## src/rtl/sbox_lookup_scheduler.sv

```systemverilog
// Shares one LANES-wide S-box lookup port between 128-bit SubBytes and 32-bit SubWord
// requests, splitting each request into byte-lane beats and reassembling a registered response.
module sbox_lookup_scheduler #(
  parameter int LANES = 4
) (
  input  logic                 clk,
  input  logic                 rst,
  input  logic                 state_req_valid,
  output logic                 state_req_ready,
  input  logic [127:0]         state_req_data,
  output logic                 state_rsp_valid,
  output logic [127:0]         state_rsp_data,
  input  logic                 key_req_valid,
  output logic                 key_req_ready,
  input  logic [31:0]          key_req_data,
  output logic                 key_rsp_valid,
  output logic [31:0]          key_rsp_data,
  output logic [8*LANES-1:0]   sbox_addr,
  input  logic [8*LANES-1:0]   sbox_data,
  output logic                 busy
);

  localparam int STATE_BEATS = 16 / LANES;
  localparam int KEY_BEATS   = 4 / LANES;

  typedef enum logic {IDLE, BUSY} fsm_e;

  fsm_e              state_q;
  logic              pri_key_q;
  logic              owner_key_q;
  logic [3:0]        beat_q;
  logic [15:0][7:0]  buf_q;
  logic [15:0][7:0]  res_q;
  logic [15:0][7:0]  res_d;
  logic              state_rsp_valid_q;
  logic              key_rsp_valid_q;
  logic [127:0]      state_rsp_data_q;
  logic [31:0]       key_rsp_data_q;

  logic              grant_key;
  logic              grant_state;
  logic [3:0]        last_beat;
  logic [3:0]        byte_base;

  // Key wins a tie only when it holds priority; the winner hands priority to the other side.
  assign grant_key   = key_req_valid && (!state_req_valid || pri_key_q);
  assign grant_state = state_req_valid && !grant_key;

  assign state_req_ready = (state_q == IDLE) && !rst;
  assign key_req_ready   = (state_q == IDLE) && !rst;
  assign busy            = (state_q == BUSY);
  assign last_beat       = owner_key_q ? 4'(KEY_BEATS - 1) : 4'(STATE_BEATS - 1);
  assign byte_base       = 4'(beat_q * 4'(LANES));

  // NOTE: every always_comb output gets a default first so no path leaves it unassigned (no latch).
  always_comb begin
    sbox_addr = '0;
    res_d     = res_q;
    if (state_q == BUSY) begin
      for (int j = 0; j < LANES; j++) begin
        sbox_addr[8*j +: 8]    = buf_q[byte_base + 4'(j)];
        res_d[byte_base + 4'(j)] = sbox_data[8*j +: 8];
      end
    end
  end

  // NOTE: sequential state uses non-blocking assignments so all registers update from pre-edge values.
  always_ff @(posedge clk) begin
    if (rst) begin
      state_q           <= IDLE;
      pri_key_q         <= 1'b1;
      owner_key_q       <= 1'b0;
      beat_q            <= '0;
      state_rsp_valid_q <= 1'b0;
      key_rsp_valid_q   <= 1'b0;
      state_rsp_data_q  <= '0;
      key_rsp_data_q    <= '0;
    end else begin
      state_rsp_valid_q <= 1'b0;
      key_rsp_valid_q   <= 1'b0;
      case (state_q)
        IDLE: begin
          if (grant_key || grant_state) begin
            owner_key_q <= grant_key;
            pri_key_q   <= grant_state;
            beat_q      <= '0;
            state_q     <= BUSY;
          end
        end
        BUSY: begin
          beat_q <= beat_q + 4'd1;
          if (beat_q == last_beat) begin
            state_q <= IDLE;
            if (owner_key_q) begin
              key_rsp_valid_q <= 1'b1;
              key_rsp_data_q  <= res_d[3:0];
            end else begin
              state_rsp_valid_q <= 1'b1;
              state_rsp_data_q  <= res_d;
            end
          end
        end
        default: state_q <= IDLE;
      endcase
    end
  end

  // NOTE: the input buffer and result scratch are pure datapath, fully rewritten before use, so no reset.
  always_ff @(posedge clk) begin
    if (state_q == IDLE && (grant_key || grant_state)) begin
      buf_q <= grant_key ? {96'b0, key_req_data} : state_req_data;
    end
    if (state_q == BUSY) begin
      res_q <= res_d;
    end
  end

  assign state_rsp_valid = state_rsp_valid_q;
  assign key_rsp_valid   = key_rsp_valid_q;
  assign state_rsp_data  = state_rsp_data_q;
  assign key_rsp_data    = key_rsp_data_q;

endmodule

```

## config.mk

```make
export PLATFORM = sky130hd
export DESIGN_NAME = sbox_lookup_scheduler
export DESIGN_NICKNAME = d
export VERILOG_FILES = /design/src/rtl/sbox_lookup_scheduler.sv
export SDC_FILE = /design/constraint.sdc
export NUM_CORES = 1
export LEC_CHECK = 0
export CAP_MARGIN = 0
export CORE_MARGIN = 2
export CORE_UTILIZATION = 51
export CTS_CLUSTER_SIZE = 14
export DETAILED_ROUTE_END_ITERATION = 16
export PLACE_DENSITY = 0.8
export SYNTH_ARGS = -nofsm -noshare
export SYNTH_HDL_FRONTEND = slang
export SYNTH_SLANG_ARGS = --single-unit
```

## constraint.sdc

```tcl
create_clock -name clk -period 12.5 [get_ports clk]
set_clock_uncertainty 0.15 [all_clocks]
set_input_delay 3.75 -clock clk [delete_from_list [all_inputs] [get_ports clk]]
set_output_delay 3.75 -clock clk [all_outputs]
set_load 0.01 [all_outputs]
```

== Word level (Yosys, flattened, before mapping) ==
Index checks and enable logic that the tools add are counted.

* Flip-flop bits (word level): 425
* Bits of input ports: 196
* Output and inout bits: 197

* Reduce and logical (&&, ||, !) cells: 17
* Bitwise gates (word level): 3
* Equal/unequal tests: 2
* Mux-type cells: 30
* $add $sub $neg: 4
* Order comparisons: 8

{| class="wikitable"
|+ Operator list
! cell !! number
|-
| $bwmux 128 || 4
|-
| $bmux 8 s4 || 3
|-
| $demux 8 s4 || 3
|-
| $mux 32 || 2
|-
| $mux 8 || 8
|-
| $lt 4x5->1 const B || 4
|-
| $bmux 8 s2 || 1
|-
| $demux 8 s2 || 1
|-
| $ge 4x1->1 const B || 4
|-
| $add 4x1->4 const B || 2
|-
| $add 4x2->4 const B || 2
|-
| $logic_and 1x1->1 || 8
|-
| $pmux 4 s2 || 1
|-
| $reduce_and 3->1 || 2
|-
| $eq 4x2->1 || 1
|-
| $mux 1 || 4
|-
| $mux 4 || 1
|-
| $logic_not 1->1 || 3
|-
| $not 1->1 || 3
|-
| $reduce_or 3->1 || 1
|-
| $logic_or 1x1->1 || 2
|-
| $mux 2 || 1
|-
| $ne 2x1->1 const B || 1
|-
| $pmux 1 s2 || 1
|-
| $reduce_and 2->1 || 1
|}

== Depth between registers and ports, before layout ==
Gate-level depths: netlist (run 1).

* Depth after elaboration: 8
* Depth in mapped cells: 8
* Mapped depth without buffers: 4

== Least setup slack after synthesis (run 1) ==
Ideal clock, no wire load.

* Kind: input to register
* Start: in state_req_valid
* End: reg buf_q[0] (netlist bit) (enable)
* Slack: 2562 ps
* Setup time: 620 ps
* Stages: 2
* Arrival: 9168 ps
* Path through: nor2_1 nor2_1

* Word-level cells in the longest chain between the ends: 7

{| class="wikitable"
|+ Ends and longest elaborated chain
! what !! line !! text
|-
| start, declared || 8 || <nowiki>input logic state_req_valid,</nowiki>
|-
| $logic_not 1->1 || 46 || <nowiki>assign grant_key = key_req_valid && (!state_req_valid || pri_key_q);</nowiki>
|-
| $logic_or 1x1->1 || 46 ||
|-
| $logic_and 1x1->1 || 46 ||
|-
| $logic_not 1->1 || 47 || <nowiki>assign grant_state = state_req_valid && !grant_key;</nowiki>
|-
| $logic_and 1x1->1 || 47 ||
|-
| $logic_or 1x1->1 (*) || 110 || <nowiki>if (state_q == IDLE && (grant_key || grant_state)) begin</nowiki>
|-
| $logic_and 1x1->1 (*) || 110 ||
|-
| end signal, assigned || 111 || <nowiki>buf_q <= grant_key ? {96'b0, key_req_data} : state_req_data;</nowiki>
|-
| end, declared || 32 || <nowiki>logic [15:0][7:0] buf_q;</nowiki>
|}

Every way passes the cells marked *; elsewhere a longest branch is shown, timed or not.
A chain may end at the register's enable or synchronous reset.

== Worst setup path in the final report (run 1) ==
* Start: in rst
* End: out state_req_ready

* Word-level cells in the longest chain between the ends: 2

{| class="wikitable"
|+ Ends and longest elaborated chain
! what !! line !! text
|-
| start, declared || 7 || <nowiki>input logic rst,</nowiki>
|-
| $logic_not 1->1 || 49 || <nowiki>assign state_req_ready = (state_q == IDLE) && !rst;</nowiki>
|-
| $logic_and 1x1->1 || 49 ||
|-
| end, declared || 9 || <nowiki>output logic state_req_ready,</nowiki>
|}

Every way passes these cells.

==> metrics, run 1 <==
Synth area leader edfxtp_1; Yosys cell types 35; Clock Tree Buf Depth 3; DP Area about 22000 um2; Avg Cell Area, Syn ~13 um2; Tot GR Track Use 24.4%; Initial DRC Count 858; P_leak 0.00823 uW; register bit total from synthesis about 430; post-route cell area about 24000 um2; Synth top area share 42.2%; Reg power frac approximately 50%; CTS tree yes; P_int ~2500 uW; Worst Reg2Reg Path Length in Cells 5; Critical Path Sink Type primary output; CP Cell Sequence clkbuf_8 > nor2_1 > clkdlybuf4s50_1; Main synth FF type edfxtp_1; vias in the first global route approximately 12000; Critical Path RT approximately 8.6 ns; starting density of the core 51.5%; PD cells about 140 nW/um2; max cap viols 0; DP Wirelength slightly below 30000 um; RR Endpoint state_rsp_data[93]; first-pass iteration count of the detailed router 5; top cells by area, synth edfxtp_1 42%, dfxtp_1 19%, a211oi_2 7.5%; Cell Count, Final, Fillers Out around 2200; antenna-violating nets left 0; clock power share 39.0%; top-count cell post-synth edfxtp_1; Synth async-reset ratio 0%; post-synthesis net count around 1600; Worst Tran Pin Value ~1.2 ns; DR vias ~12000; Hold Path Sink pri_key_q; Comb power frac 11.2%; Buf/Inv on CP 2; Area Growth Syn to Fin 29.9%; setup_tns 0 ns; smallest hold slack 0.316 ns; Hold Path Class flop to flop; RSZ-0062 raised after global routing no; Hold Startpoint pri_key_q; grt total ovfl 0; Seq/Total Area, Yosys roughly 60%; die width slightly below 200 um; Nets 1886; CTS Buf Count between 40 and 50; Crit-path slowest cell clkbuf_8; clk sink count 425; first-pass GRT wire length ~70000 um; crit-path max FO 99; Post-Synthesis Cell Area between 15000 and 20000 um2; switching share of power between 20% and 30%; Setup violations, final 0; number of remaining DRC errors 0; # resized after CTS 0; status finished clean; IO Pins just under 400; Slew Limit Fails 0; later-pin clock latency in the skew report ~0.54 ns; fill count approximately 2600; Vias/cell around 5.5; share of layout cells above drive strength 1 15.6%; flop-to-flop setup slack 7.97 ns; Final min period 9.09 ns; Commonest cells post-synth 256 x edfxtp_1, 169 x dfxtp_1, 131 x inv_1; CP Class primary input to primary output; largest net degree at the start of global routing 100; slowest cell delay on critical path approximately 0.67 ns; clk root buf clkbuf_16; Ys Warns 0; Die Ht between 150 and 200 um; Hold Fails Final Rpt 0; Post-Synthesis Cells between 1000 and 1500; H-tree levels 2; Rel. slew slack between 10% and 20%; number of flops mapped to enable cells by yosys between 200 and 300; IR Drop Worst-Case VDD between 0.09 and 0.1 mV; Crit Reg-Reg Startpoint beat_q[1]; Psw ~760 uW; hold buffer count at CTS 0; initial antenna violation count 4; drt total wl approximately 46000 um; post-CTS setup buffer count 0; WL/cell roughly 21 um; Worst setup SP type primary input; Top delay family on crit path buffers and inverters; fin crit share between 70% and 80%; PortBufs just under 400; clk slew on worst S/H paths approximately 0.06 ns; RD Place Congestion approximately 0.82; Worst EP arrival 5.19 ns; Max Fclk between 100 and 150 MHz; Inst Count DP approximately 2100; core area between 30000 and 40000 um2; die area 37200 um2; hold depth 1; row count just under 70
-- flip-flops by register name, summed over array words and instances, names as in the netlist --
name	flops
state_rsp_valid	1
busy	1
res_q	128
owner_key_q	1
key_rsp_valid	1
state_rsp_data	128
buf_q	128
beat_q	4
key_rsp_data	32
pri_key_q	1
-- stage by stage --
| step | worst slack [ns] | power (uW) | utilization, % |
|---|---|---|---|
| floorplan | 2.56 | 1860 | - |
| global placement | 3.40 | 2010 | 62.8 |
| detailed placement | 3.41 | 2020 | 62.8 |
| CTS | 3.40 | 3290 | 66.8 |
| global route | 3.30 | 3380 | 66.8 |
| finish | 3.41 | 3270 | 66.8 |
-- cells in the final DEF (no fill, tap or decap), types with 2 or more instances in the layout --
master and instances:
mux2i_1 128, clkbuf_16 45, mux2_2 32, a21oi_1 129, clkinvlp_4 5, inv_6 2
a211oi_2 109, xor2_1 2, inv_1 131, mux4_2 32, clkbuf_8 6, buf_4 17
clkdlybuf4s50_1 391, ha_2 4, dfxtp_2 3, edfxtp_1 256, dfxtp_1 165, clkbuf_1 13
and2_1 128, clkinv_2 4, clkinv_1 5, a31oi_1 32, nor2_4 2, nand2b_1 2
nor2_1 7, a211oi_1 52, bufinv_16 2, diode_2 4, nor2b_1 2
-- worst max path at each step --
stage | from | cells past startpoint | slack [ns] | endpoint
6_report | rst | 3 | 3.41 | state_req_ready
5_1_grt | rst | 3 | 3.30 | state_req_ready
4_1_cts | rst | 3 | 3.40 | state_req_ready
3_5_place_dp | rst | 3 | 3.41 | state_req_ready
3_3_place_gp | rst | 3 | 3.40 | state_req_ready
2_1_floorplan | state_req_valid | 2 | 2.56 | buf_q[0]
-- worst register-to-register path, delay by kind of cell (launching register included) --
family,cells,cell delay (ns)
flops,1,0.69
simple gates,2,1.91
compound gates,1,0.23
buf+inv,2,1.39
-- cell type report --
cell class | instances | area [um2] | share of cell area, %
flip-flops and latches | 425 | 11100 | 46.8
multi-input cells | 675 | 6030 | 25.5
repair buffers | 409 | 4060 | 17.1
clock buffers | 63 | 1240 | 5.26
well taps | 461 | 577 | 2.44
inverters | 131 | 492 | 2.08
clock inverters | 19 | 163 | 0.688
diodes | 4 | 10.0 | 0.0423
-- routing by layer --
metal	global-route usage, %	part of all wire (%)
met1	31.0	40
met2	40.9	49
met3	6.01	8.3
met4	8.97	3.2
met5	0	0
-- kinds of logic (layout without fill, tap and decap cells) --
group	after synthesis	count (layout)	synth area share (%)
other cells	0	4	0
mux	192	192	13.0
simple gates	150	150	5.06
fa+ha+maj	4	4	0.275
compound gates	326	326	14.5
buf+inv	252	622	6.31
flops	425	425	60.8
xor+xnor	3	3	0.144
-- power by group through the flow --
stage	combinational [uW]	sequential, uW	clock [uW]
final	367	1630	1270
after global routing	398	1630	1350
after CTS	369	1630	1290
after detailed placement	367	1660	0
after global placement	358	1650	0
after floorplan	204	1660	0
No activity file was read; power rests on OpenSTA's default activity.
==> run 2, diff against run 1 <==
- CORE_UTILIZATION: 51 -> 46
- PLACE_DENSITY: 0.8 -> 0.76
- clock period: 12.5 -> 7.3 ns (I/O delays scaled with it)
==> run 2 against run 1 <==
Net effect: clock power rose by 75%; via count fell by 0.45%; die area rose by 11%; final cell count rose by 2.5%; total power rose by 72%; first-iteration DRC count fell by 19%; routed wire length rose by 1.5%; combinational power rose by 74%; largest cell class unchanged; critical path depth did not move; global-route usage fell by 2.0 points.
==> metrics, run 2 (synthesis results as in run 1) <==
status finished clean; Initial DRC Count ~700; Max Fclk about 170 MHz; Area Growth Syn to Fin 30.5%; Hold Path Class flop to flop; grt total ovfl 0; IR Drop Worst-Case VDD 0.212 mV; clock power share roughly two fifths; Top delay family on crit path buffers and inverters; Die Ht 203 um; initial antenna violation count 2; Setup violations, final 0; hold buffer count at CTS 0; PD cells about 240 nW/um2; antenna-violating nets left 0; Critical Path RT around 5.0 ns; RD Place Congestion approximately 0.78; commonest non-fill, non-tap cell in the layout clkdlybuf4s50_1; drt total wl 46900 um; share of layout cells above drive strength 1 15.8%; Worst EP arrival about 3.6 ns; Psw roughly 1300 uW; first-pass iteration count of the detailed router 5; Nets approximately 1900; fill count between 2000 and 3000; CP Class primary input to primary output; Worst Tran Pin Value around 1.2 ns; die width roughly 200 um; starting density of the core between 40% and 50%; switching share of power 23.2%; first-pass GRT wire length 71300 um; P_leak just over 0.008 uW; IO Pins 393; P_int around 4300 uW; post-CTS setup buffer count 0; Slew Limit Fails 0; Rel. slew slack approximately 22%; DP Wirelength ~30000 um; later-pin clock latency in the skew report approximately 0.57 ns; RSZ-0062 raised after global routing no; clk slew on worst S/H paths around 0.060 ns; number of remaining DRC errors 0; Comb power frac between 10% and 20%; clk root buf clkbuf_16; clk sink count between 400 and 500; DR vias 12100; die area ~41000 um2; Vias/cell around 5.4; H-tree levels 2; setup_tns 0 ns; CTS Buf Count 44; commonest non-fill, non-tap cells in the layout 391 x clkdlybuf4s50_1, 256 x edfxtp_1, 165 x dfxtp_1; crit-path max FO between 40 and 50; Tot GR Track Use ~22%; # resized after CTS 0; vias in the first global route between 10000 and 15000; Final min period 5.93 ns; Reg power frac about 49%; row count 72; fin crit share between 80 and 90%; slowest cell delay on critical path 0.64 ns; Finished Core Util between 60% and 70%; ant diodes 0; CTS tree yes; CP Cell Sequence clkbuf_8 > nor2_1 > clkdlybuf4s50_1; Worst setup SP type primary input; PortBufs between 300 and 400; Buf/Inv on CP 2; Critical Path Sink Type primary output; max cap viols 0; largest net degree at the start of global routing roughly 130; Hold Fails Final Rpt 0; WL/cell roughly 21 um; Crit-path slowest cell clkdlybuf4s50_1; Clock Tree Buf Depth 3; core area roughly 39000 um2
run 2: cell types whose count changed in the layout (fill, tap and decap cells not counted), moves of 2 or more:
cell,previous run,this run
diode_2,4,0
clkinv_2,4,8
buf_4,17,20
inv_6,2,0
clkinv_1,5,7
clkinvlp_4,5,1
clkbuf_1,13,10
run 2: layout make-up:
class                           instances  area, um2  share of cell area, %
Timing Repair Buffer                  413       4100                   17.2
Clock inverter                         20        180                  0.758
Sequential cell                       425      11100                   46.6
Multi-Input combinational cell        675       6030                   25.4
Tap cell                              518        648                   2.73
Inverter                              131        492                   2.07
Clock buffer                           60       1240                   5.23
run 2: final timing paths:
| kind | start | endpoint | slack, ns | cells after the start |
|---|---|---|---|---|
| setup reg to reg | beat_q[0] | state_rsp_data[90] | 3.42 | 4 |
| hold reg to reg | pri_key_q | pri_key_q | 0.31 | 1 |
| hold / removal | pri_key_q | pri_key_q | 0.31 | 1 |
| setup / recovery | rst | key_req_ready | 1.37 | 3 |
run 2: layer usage:
metal	global-route usage (%)	part of all wire [%]	vias to the layer above
met5	0	0.055	-
met4	7.74	2.8	4
met3	5.60	8.8	81
met2	36.4	48	520
met1	29.4	40	5851
li1	-	-	5612
run 2: through the flow:
step | worst slack [ns] | cell area (um2) | total power [uW] | hold slack [ns] | std cells
2_1_floorplan | 0.765 | 18200 | 3190 | 0.276 | 1352
5_1_grt | 1.32 | 23800 | 5840 | 0.342 | 2242
6_report | 1.37 | 23800 | 5630 | 0.306 | 2242
3_3_place_gp | 1.31 | 22300 | 3450 | 0.285 | 2162
4_1_cts | 1.32 | 23800 | 5690 | 0.310 | 2242
3_5_place_dp | 1.33 | 22300 | 3470 | 0.296 | 2162
run 2: power by group through the flow:
| stage | registers, uW | logic, uW | clock network, uW |
|---|---|---|---|
| 6_report | 2780 | 638 | 2220 |
| 5_1_grt | 2790 | 690 | 2350 |
| 4_1_cts | 2780 | 645 | 2260 |
| 3_5_place_dp | 2830 | 640 | 0 |
| 3_3_place_gp | 2820 | 626 | 0 |
| 2_1_floorplan | 2840 | 350 | 0 |
==> run 3, diff against run 2 <==
- CORE_UTILIZATION: 46 -> 51
- PLACE_DENSITY: 0.76 -> 0.8
- clock period: 7.3 -> 6.22 ns (I/O delays scaled with it)
==> run 3 against run 2 <==
Net effect: sequential power increased by 18%; critical path depth is 1 higher; count of clock-buffer cells in the layout rose by 5; highest routed layer unchanged; non-clock buffer count shrank 4; design area shrank 0.41%.
==> metrics, run 3 (synthesis results as in run 1) <==
Rel. slew slack around 20%; PortBufs 392; total chip power between 6000 and 7000 uW; commonest non-fill, non-tap cell in the layout clkdlybuf4s50_1; Crit-path slowest cell dfxtp_2; first-pass GRT wire length 69700 um; slowest cell delay on critical path about 1.0 ns; GR Util met3 under 10%; grt total ovfl 0; Comb power frac 11.1%; Max Fclk roughly 190 MHz; setup_tns 0 ns; fin crit share 83.6%; Worst EP arrival ~3.2 ns; Cell Count, Final, Fillers Out 2183; max cap viols 0; WL/cell ~21 um; clock power share 39.0%; Hold Startpoint pri_key_q; core area ~35000 um2; Nets between 1500 and 2000; P_leak roughly 0.0083 uW; starting density of the core approximately half; status finished clean; DP Wirelength 29600 um; later-pin clock latency in the skew report between 0.5 and 0.6 ns; flop-to-flop setup slack around 2.4 ns; largest net degree at the start of global routing about 130; Reg power frac roughly half; Critical Path RT around 4.2 ns; post-CTS setup buffer count 0; initial antenna violation count 3; DP Area 22300 um2; Worst setup SP type flop; clk sink count 425; Top delay family on crit path flip-flops; PD cells between 200 and 300 nW/um2; Setup violations, final 0; setup ws final 1.02 ns; switching share of power a little under a quarter; gr busiest metal met2; RR Endpoint state_rsp_data[127]; number of remaining DRC errors 0; hold buffer count at CTS 0; clk slew on worst S/H paths ~0.06 ns; CP Cell Sequence buf_4 > mux4_2 > and2_1 > clkdlybuf4s50_1; fill count between 2000 and 3000; Hold Path Sink pri_key_q; Die Ht a little under 200 um; pre-CTS WS around 1.2 ns; DR vias 12100; Worst Reg2Reg Path Length in Cells 5; vias in the first global route roughly 12000; commonest non-fill, non-tap cells in the layout 391 x clkdlybuf4s50_1, 256 x edfxtp_1, 165 x dfxtp_1; die width 193 um; crit-path max FO 30; Worst Tran Pin Value between 1 and 1.5 ns; IR Drop Worst-Case VDD 0.219 mV; Slew Limit Fails 0; Vias/cell between 5 and 6; # resized after CTS 0; Hold Path Class flop to flop; Initial DRC Count ~740; CTS tree yes; hold depth 1; CTS Buf Count between 40 and 50; share of layout cells above drive strength 1 between 15 and 20%; CP Class flop to primary output; Buf/Inv on CP 2; Hold Fails Final Rpt 0; antenna-violating nets left 0; post-route cell area between 20000 and 25000 um2; IO Pins around 390; Tot GR Track Use between 20% and 30%; Global Route met2 Usage around two fifths; row count slightly below 70; Final min period 5.20 ns; GRT met1 Usage around 31%; Inst Count DP approximately 2100; die area around 37000 um2; RSZ-0062 raised after global routing no; Crit Reg-Reg Startpoint beat_q[0]; Clock Tree Buf Depth 3; clk root buf clkbuf_16; Critical Path Sink Type primary output; P_int around 5100 uW; H-tree levels 2; Psw approximately 1500 uW; RD Place Congestion roughly 0.82; first-pass iteration count of the detailed router 7; drt total wl approximately 47000 um; Area Growth Syn to Fin 30.0%
-- run 3: layout make-up --
cell class / instances / area (um2) / area share [%]
well taps: 461 / 577 / 2.44
flip-flops and latches: 425 / 11100 / 46.8
clock inverters: 15 / 98.8 / 0.418
clock buffers: 65 / 1310 / 5.54
diodes: 2 / 5.00 / 0.0211
inverters: 131 / 492 / 2.08
repair buffers: 409 / 4080 / 17.2
multi-input cells: 675 / 6030 / 25.5
-- run 3: worst max path at each step --
stage	start	endpoint	slack [ns]	depth (start not counted)
after detailed placement	rst	key_req_ready	1.24	3
after CTS	beat_q[0]	sbox_addr[24]	0.86	4
after global placement	rst	key_req_ready	1.24	3
after floorplan	busy	state_req_ready	-0.04	4
after global routing	beat_q[0]	sbox_addr[24]	0.78	4
final	beat_q[0]	sbox_addr[24]	1.02	4
-- run 3: through the flow --
stage,utilization (%),hold slack (ns)
floorplan,-,0.276
global placement,62.9,0.283
detailed placement,62.9,0.300
CTS,66.9,0.315
global route,66.9,0.329
finish,66.9,0.306
-- run 3: power groups by stage --
stage / sequential [uW] / combinational [uW] / clock, uW
floorplan: 3330 / 412 / 0
global placement: 3340 / 707 / 0
detailed placement: 3340 / 725 / 0
CTS: 3290 / 732 / 2610
global route: 3300 / 786 / 2720
finish: 3280 / 728 / 2560
-- run 3: per-layer routing --
| layer | vias up | share of wire (%) |
|---|---|---|
| met4 | 2 | 2.6 |
| met2 | 474 | 49 |
| met1 | 5943 | 40 |
| met5 | - | 0.028 |
| li1 | 5594 | - |
| met3 | 82 | 8.6 |
